File: config.mk
export PLATFORM = sky130hd
export DESIGN_NAME = controle_irrigacao
export DESIGN_NICKNAME = d
export VERILOG_FILES = /design/src/rtl/controle_irrigacao.sv
export SDC_FILE = /design/constraint.sdc
export NUM_CORES = 1
export LEC_CHECK = 0
export ABC_AREA = 1
export CAP_MARGIN = 25
export CORE_UTILIZATION = 60
export CTS_CLUSTER_SIZE = 30
export DETAILED_ROUTE_END_ITERATION = 10
export PLACE_DENSITY = 0.8
export SLEW_MARGIN = 15
export SYNTH_ARGS = -nofsm -noshare
export SYNTH_HDL_FRONTEND = slang
export SYNTH_SLANG_ARGS = --single-unit
File: constraint.sdc
create_clock -name Clock -period 2.32 [get_ports Clock]
set_clock_uncertainty 0.05 [all_clocks]
set_input_delay 0.232 -clock Clock [delete_from_list [all_inputs] [get_ports Clock]]
set_output_delay 0.232 -clock Clock [all_outputs]
set_load 0.02 [all_outputs]
File: src/rtl/controle_irrigacao.sv
// Irrigation sequencer: timed watering cycles, valve enables, counters,
// display scan strobe and tank-empty alarm.
// Ports: Clock, Reset_n (async low); Umid, Modo, Nv in;
//        Limp, Mist, ContA, ContB, S, Alarme out (all registered).
module controle_irrigacao #(
   parameter int CLK_DIV  = 50000000,
   parameter int SCAN_DIV = 50000,
   parameter int T_IRRIG  = 9,
   parameter int T_PAUSA  = 5,
   parameter int N_CICLOS = 3
) (
   input  logic       Clock,
   input  logic       Reset_n,
   input  logic       Umid,
   input  logic       Modo,
   input  logic [1:0] Nv,
   output logic       Limp,
   output logic       Mist,
   output logic [3:0] ContA,
   output logic [1:0] ContB,
   output logic       S,
   output logic       Alarme
);

   localparam int PW = $clog2(CLK_DIV);
   localparam int SW = (SCAN_DIV > 1) ? $clog2(SCAN_DIV) : 1;

   typedef enum logic [1:0] {
      OCIOSO = 2'd0,
      REGA   = 2'd1,
      PAUSA  = 2'd2,
      FIM    = 2'd3
   } estado_t;

   estado_t       state, state_n;
   logic [PW-1:0] presc;
   logic [SW-1:0] scan;
   logic          tick;
   logic          vazio;
   logic          modo_l, modo_n;
   logic [3:0]    cont_a_n;
   logic [1:0]    cont_b_n;
   logic [1:0]    cont_b_inc;

   assign tick       = (presc == PW'(CLK_DIV - 1));
   assign vazio      = (Nv == 2'b00);
   assign cont_b_inc = ContB + 2'd1;

   // Free-running second prescaler, independent of the FSM
   always_ff @(posedge Clock or negedge Reset_n) begin
      if (!Reset_n) begin
         presc <= '0;
      end else if (tick) begin
         presc <= '0;
      end else begin
         presc <= presc + PW'(1);
      end
   end

   // Display scan strobe: toggles each time the scan counter wraps
   always_ff @(posedge Clock or negedge Reset_n) begin
      if (!Reset_n) begin
         scan <= '0;
         S    <= 1'b0;
      end else if (scan == SW'(SCAN_DIV - 1)) begin
         scan <= '0;
         S    <= ~S;
      end else begin
         scan <= scan + SW'(1);
      end
   end

   always_ff @(posedge Clock or negedge Reset_n) begin
      if (!Reset_n) begin
         state  <= OCIOSO;
         ContA  <= 4'd0;
         ContB  <= 2'd0;
         modo_l <= 1'b0;
         Limp   <= 1'b0;
         Mist   <= 1'b0;
         Alarme <= 1'b0;
      end else begin
         state  <= state_n;
         ContA  <= cont_a_n;
         ContB  <= cont_b_n;
         modo_l <= modo_n;
         // Valves follow the next state so they open/close on the
         // same edge as the transition
         Limp   <= (state_n == REGA) && !modo_n;
         Mist   <= (state_n == REGA) && modo_n;
         Alarme <= vazio;
      end
   end

   always_comb begin
      state_n  = state;
      cont_a_n = ContA;
      cont_b_n = ContB;
      modo_n   = modo_l;
      unique case (state)
         OCIOSO: begin
            cont_a_n = 4'd0;
            if (Umid && !vazio) begin
               state_n  = REGA;
               cont_a_n = 4'(T_IRRIG);
               cont_b_n = 2'd0;
               modo_n   = Modo;
            end
         end
         REGA: begin
            if (vazio) begin
               state_n  = OCIOSO;
               cont_a_n = 4'd0;
            end else if (tick && ContA > 4'd1) begin
               cont_a_n = ContA - 4'd1;
            end else if (tick && ContA == 4'd1) begin
               cont_b_n = cont_b_inc;
               if (cont_b_inc == 2'(N_CICLOS)) begin
                  state_n  = FIM;
                  cont_a_n = 4'd0;
               end else begin
                  state_n  = PAUSA;
                  cont_a_n = 4'(T_PAUSA);
               end
            end
         end
         PAUSA: begin
            if (vazio) begin
               state_n  = OCIOSO;
               cont_a_n = 4'd0;
            end else if (tick && ContA > 4'd1) begin
               cont_a_n = ContA - 4'd1;
            end else if (tick && ContA == 4'd1) begin
               if (Umid) begin
                  state_n  = REGA;
                  cont_a_n = 4'(T_IRRIG);
                  modo_n   = Modo;
               end else begin
                  state_n  = FIM;
                  cont_a_n = 4'd0;
               end
            end
         end
         FIM: begin
            cont_a_n = 4'd0;
            if (!Umid) begin
               state_n = OCIOSO;
            end
         end
         default: begin
            state_n  = OCIOSO;
            cont_a_n = 4'd0;
         end
      endcase
   end

endmodule

==> flow_summary_export.csv, run 1 <==
group,metric,value,unit
timing,worst_slew_pin_slew,694.4,ps
route,drt-vias-per-instance,5.454,
grt,grt_pass1_wl,10970,um
synth,netlist_instances,405,
worst_setup_path,crit_type,"flip-flop to flip-flop",
timing,rsz0062_at_grt,"false",
place,place_inst,488,
timing,report.final.slew_viol_count,0,
timing,setup_viol,0,
layout,final_cells,496,
place,hpwl,4839,um
grt,grt_max_degree,56,
place,post-place-ws,354.8,ps
floorplan,die_y,74.36,um
clock_tree,numCtsBuffers,5,
pwr,p_leak,1.718,nW
clock_tree,path_clk_slew,100,ps
worst_setup_path,rrSetupSlack,270,ps
grt,grt-ovfl-total,0,
status,violations,"negative hold slack",
status,outcome,"complete, but fails checks",
worst_setup_path,path_cells,"ha_1 > nand3_2 > inv_1 > nand2_1 > nor2_2 > nand3_2 > inv_1 > o21ai_1 > nand2_1 > o21ai_0 > a21oi_1",
route,drcViolationCount,0,
route,route.antenna.remaining_nets,0,
clock_tree,clock-sinks,55,
synth,syn_area,0.003142,sq mm
grt,grt_pass1_vias,2505,
flow_run,maxCapViolations,0,
worst_setup_path,slowest_delay,420,ps
grt,antenna_found_initial,0,
layout,num-fill-cells,407,
layout,drive_above_1_share,10.02,%
route,dr.pass1.iters,5,
worst_setup_path,r2r_cells,11,
floorplan,row_count,25,
clock_tree,cts-root-buf,"clkbuf_8",
worst_setup_path,rr_startpoint,"presc[0]",
worst_setup_path,cp-startpoint,"presc[0]",
timing,fmax,487.8,MHz
pwr,power_density,680.1,mW/mm^2
floorplan,die_area,0.005529,sq mm
timing,fin_tns_setup,0,ps
synth,ys_ff_latch,55,
floorplan,design.core.area,0.004880,sq mm
synth,syn_avg_cell_area,7.757,sq um
timing,setup_slack,270.0,ps
pwr,irDropWorstVdd,544.8,uV
synth,synth_cell_types,35,
synth,synth.top_cell.area_share,43.81,%
place,gp_congestion,0.9476,
route,vias,2705,
clock_tree,holdBufCountCts,0,
layout,seq_area,0.001376,sq mm
layout,multiInputGateArea,0.001478,sq mm
floorplan,fp.dieW,74.36,um
worst_setup_path,r2r_end,"ContA[0]",
synth,yosysTopAreaCell,"dfrtp_1",
worst_setup_path,critPathCaptureType,"flip-flop",
timing,fin_crit,2050,ps
layout,layout.nets,439,
clock_tree,cts_buffer_depth,2,
place,io_buffers,15,
floorplan,start_util,64.38,%
clock_tree,cts_resized,0,
timing,final_hold_viol_count,22,
layout,n_antenna_cell,0,
route,drt-initial-drc-count,246,
synth,yosysSeqAreaShare,43.81,%
clock_tree,cts_tree,"done",
synth,yosys-top-cells-area,"dfrtp_1 (44%), inv_1 (8.5%), nand2_1 (8.0%)",
synth,synth_nets,416,
timing,post-route-period-util,88.36,%
worst_setup_path,crit_path_max_fanout,7,
route,wire_per_inst,12.88,um
synth,yosysWarnings,0,
timing,whs,-8.860,ps
clock_tree,cts_setup_buffers,0,
worst_setup_path,crit_path_top_delay_cell,"dfrtp_1",
worst_hold_path,hold_path.class,"input pin to async pin",
worst_setup_path,cp.required,2500,ps
timing,max-slew-margin-rel,53.05,%
route,routed_wl,6386,um
worst_setup_path,arrival,2230,ps
worst_setup_path,endpoint,"ContA[0]",
grt,grt_use_total,26.03,%
worst_setup_path,startpoint_type,"flip-flop",
layout,area_growth,11.91,%
floorplan,pin_count,16,
clock_tree,htree_levels,2,
clock_tree,insertion_delay,310,ps
-- layer usage --
metal / share of wire [%] / global-route usage (%) / vias up
li1: - / - / 1356
met1: 48 / 36.00 / 1264
met2: 46 / 41.24 / 72
met3: 4.7 / 4.878 / 13
met4: 1.6 / 9.015 / 0
met5: 0 / 0 / -
-- state kept, by name (all words and copies together) (netlist names) --
signal / cells
S: 1
ContA: 4
ContB: 2
modo_l: 1
Alarme: 1
Mist: 1
presc: 26
Limp: 1
state: 2
scan: 16
-- per-stage QoR --
step | instance area (sq um) | hold WS (ps) | power (W) | util, %
after floorplan | 3142 | -113.6 | 0.001469 | -
after global placement | 3383 | 352.2 | 0.001667 | 69.33
after detailed placement | 3383 | 350.3 | 0.001674 | 69.33
after CTS | 3516 | 11.60 | 0.002410 | 72.05
after global routing | 3516 | 73.23 | 0.002523 | 72.05
final | 3516 | -8.860 | 0.002391 | 72.05
-- cell families (layout without fill, tap and decap cells) --
group,after synthesis,in the layout,share of synthesized area [%]
XOR/XNOR,16,16,4.461
buffers and inverters,76,100,9.160
AO/OA/AOI/OAI,43,43,7.766
adder cells (fa/ha/maj),5,5,1.991
AND/OR/NAND/NOR,210,210,32.82
flip-flops,55,55,43.81
-- critical path: cells and delay by family, from the launching register on --
| kind | cells | cell delay (ps) |
|---|---|---|
| AOI/OAI and AO/OA | 3 | 300 |
| adders and majority gates | 1 | 330 |
| buffers and inverters | 2 | 220 |
| DFF | 1 | 420 |
| and+or+nand+nor | 5 | 650 |
-- how the worst min path moves through the flow --
stage / slack [ps] / cells after the start / endpoint / start
floorplan: -110 / 0 / Alarme / Reset_n
global placement: 350 / 2 / S / Reset_n
detailed placement: 350 / 2 / S / Reset_n
CTS: 10 / 2 / presc[11] / Reset_n
global route: 70 / 2 / presc[11] / Reset_n
finish: -9 / 2 / presc[10] / Reset_n
-- cells in the final DEF, fill, tap and decap left out, drive strengths merged --
cell type | Yosys | routed
a211oi | 1 | 1
a21oi | 17 | 17
a31oi | 2 | 2
and2 | 2 | 2
buf | 2 | 4
bufinv | 0 | 2
clkbuf | 0 | 6
clkdlybuf4s50 | 0 | 14
dfrtp | 55 | 55
ha | 5 | 5
inv | 74 | 74
nand2 | 71 | 71
nand3 | 28 | 28
nand3b | 1 | 1
nand4 | 18 | 18
nor2 | 69 | 69
nor3 | 12 | 12
nor3b | 1 | 1
nor4 | 7 | 7
nor4b | 1 | 1
o211ai | 2 | 2
o21ai | 17 | 17
o221a | 1 | 1
o221ai | 1 | 1
o22ai | 1 | 1
o32ai | 1 | 1
xnor2 | 1 | 1
xor2 | 15 | 15
-- synthesized netlist by cell type (all sizes together) --
cell type and n:
nand3b 1, nand2 71, ha 5, o21ai 17, a21oi 17, inv 74
o211ai 2, nor4 7, nor4b 1, dfrtp 55, a211oi 1, nor3 12
o221a 1, nor3b 1, o22ai 1, and2 2, buf 2, a31oi 2
nor2 69, o32ai 1, nand4 18, o221ai 1, xnor2 1, xor2 15
nand3 28
-- layout make-up --
class | count | share of cell area [%]
Sequential cell | 55 | 39.15
Tap cell | 67 | 2.384
Inverter | 74 | 7.900
Multi-Input combinational cell | 274 | 42.03
Timing Repair Buffer | 18 | 4.769
Clock buffer | 6 | 2.064
Clock inverter | 2 | 1.708
-- power by group --
part           leakage, nW  switching [W]  internal, W  total [W]
sequential           0.726      0.0000671      0.00103    0.00110
clock               0.0654       0.000304     0.000431   0.000736
combinational        0.927       0.000327     0.000231   0.000558
total                 1.72       0.000698      0.00169    0.00239
No activity file was read; power rests on OpenSTA's default activity.
==> run 2: changes to the inputs <==
- CORE_ASPECT_RATIO: unset -> 0.8
==> flow_summary_export.csv, run 2 (same netlist as run 1, synthesis figures left out) <==
group,metric,value,unit
timing,setup_viol,0,
pwr,irDropWorstVdd,668.5,uV
route,drt-vias-per-instance,5.398,
floorplan,die_y,66.72,um
route,drcViolationCount,0,
place,place_inst,483,
worst_setup_path,cp.required,2500,ps
route,route.antenna.remaining_nets,0,
route,dr.pass1.iters,5,
layout,layout.nets,440,
grt,grt_pass1_wl,11180,um
clock_tree,clock-sinks,55,
clock_tree,cts_resized,0,
pwr,power.share.clock,30.3,%
grt,grt_pass1_vias,2488,
route,vias,2656,
clock_tree,path_clk_slew,100,ps
worst_setup_path,critPathCaptureType,"flip-flop",
place,gp_congestion,0.9410,
worst_hold_path,hold_path.class,"input pin to async pin",
status,outcome,"finished, final reports clean",
layout,n_antenna_cell,0,
clock_tree,numCtsBuffers,5,
timing,fin_crit,2075,ps
floorplan,die_area,0.005531,sq mm
worst_setup_path,slowest_delay,410,ps
layout,num-fill-cells,391,
worst_setup_path,rr_startpoint,"presc[0]",
layout,largest_register_ffs,26,
grt,grt_max_degree,56,
pwr,p_seq_share,45.7,%
worst_setup_path,crit_path_top_delay_cell,"dfrtp_1",
grt,grt_use_total,25.55,%
floorplan,pin_count,16,
layout,multiInputGateArea,0.001478,sq mm
timing,post-route-period-util,89.43,%
floorplan,row_count,23,
floorplan,fp.dieW,82.91,um
pwr,intPower,0.001698,W
route,wire_per_inst,13.01,um
worst_setup_path,path_cells,"ha_1 > nand3_2 > inv_1 > nand2_1 > nor2_2 > nand3_2 > nor2_2 > inv_1 > a21oi_2 > nand3_1 > nor2_1",
timing,fin_tns_setup,0,ps
layout,largestRegisters,"presc: 26 flops, scan: 16 flops, ContA: 4 flops",
timing,report.final.slew_viol_count,0,
timing,max-slew-margin-rel,63.98,%
pwr,p_sw_share,29.46,%
route,drt-initial-drc-count,266,
worst_setup_path,r2r_cells,11,
grt,antenna_found_initial,0,
layout,seq_area,0.001376,sq mm
layout,final_common_cell,"inv_1",
place,io_buffers,15,
worst_setup_path,arrival,2260,ps
clock_tree,cts_tree,"done",
worst_setup_path,crit_type,"flip-flop to flip-flop",
route,routed_wl,6401,um
place,hpwl,4973,um
clock_tree,cts-root-buf,"clkbuf_8",
pwr,switchingPower,0.0007091,W
clock_tree,insertion_delay,300,ps
pwr,p_leak,1.727,nW
layout,area_growth,12.43,%
layout,drive_above_1_share,10.00,%
timing,rsz0062_at_grt,"false",
clock_tree,cts_buffer_depth,2,
pwr,combPwrFrac,24.0,%
worst_setup_path,crit_path_max_fanout,7,
layout,fin_util,70.14,%
floorplan,start_util,62.39,%
worst_setup_path,r2r_end,"Mist",
layout,final_cells,492,
pwr,power_density,681.6,mW/mm^2
timing,fmax,482.0,MHz
worst_setup_path,rrSetupSlack,250,ps
clock_tree,htree_levels,2,
timing,worst_slew_pin_slew,536.2,ps
grt,grt-ovfl-total,0,
flow_run,maxCapViolations,0,
floorplan,design.core.area,0.005036,sq mm
timing,final_hold_viol_count,0,
layout,regMostFlops,"presc",
layout,mostFrequentLayoutCells,"inv_1 (71), nand2_1 (67), nor2_1 (56)",
worst_setup_path,startpoint_type,"flip-flop",
## run 2: changes by cell type in the layout (fill, tap and decap cells not counted)
cell	previous run	this run
buf_4	3	2
dlygate4sd3_1	0	1
buf_12	0	1
## run 2: area by class of cell
type | instances | share of cell area, %
clock inverters | 2 | 1.700
well taps | 62 | 2.196
flip-flops and latches | 55 | 38.97
inverters | 74 | 7.864
repair buffers | 19 | 5.384
multi-input cells | 274 | 41.83
clock buffers | 6 | 2.055
## run 2: power by group through the flow
stage          clock (W)  sequential, W  combinational, W
5_1_grt         0.000782        0.00111          0.000663
3_3_place_gp           0        0.00111          0.000556
6_report        0.000729        0.00110          0.000579
2_1_floorplan          0        0.00116          0.000305
3_5_place_dp           0        0.00112          0.000575
4_1_cts         0.000745        0.00110          0.000581
## run 2: worst max path at each step
stage,from,to,slack (ps)
floorplan,ContA[1],ContA[2],530
global placement,presc[0],Mist,400
detailed placement,presc[0],Mist,300
CTS,presc[0],Mist,260
global route,presc[0],Limp,4
finish,presc[0],Mist,250
## run 2: per-layer routing
metal | part of all wire, % | GRT usage, %
met1 | 52 | 38.45
met2 | 41 | 38.52
met3 | 6.0 | 5.328
met4 | 0.86 | 4.095
met5 | 0 | 0
## run 2: timing repair
| action | in CTS | in global routing |
|---|---|---|
| buffers inserted | 0 | 0 |
| hold buffers | 1 | 0 |
| hold endpoints to repair | 55 | 0 |
## run 2: metrics by stage
stage / hold slack [ps] / total power [W] / cell area (sq um) / setup slack, ps
after floorplan: -113.6 / 0.001469 / 3142 / 526.7
after global placement: 198.5 / 0.001670 / 3390 / 402.9
after detailed placement: 199.9 / 0.001691 / 3390 / 298.3
after CTS: 413.3 / 0.002423 / 3532 / 263.9
after global routing: 428.1 / 0.002557 / 3532 / 3.807
final: 402.8 / 0.002408 / 3532 / 245.2
## run 2: critical path, delay by kind of cell, from the launching register on
| kind | cells | cell delay (ps) |
|---|---|---|
| AO/OA/AOI/OAI | 1 | 140 |
| flip-flops | 1 | 410 |
| AND/OR/NAND/NOR | 7 | 940 |
| buffers and inverters | 2 | 130 |
| adder cells (fa/ha/maj) | 1 | 330 |
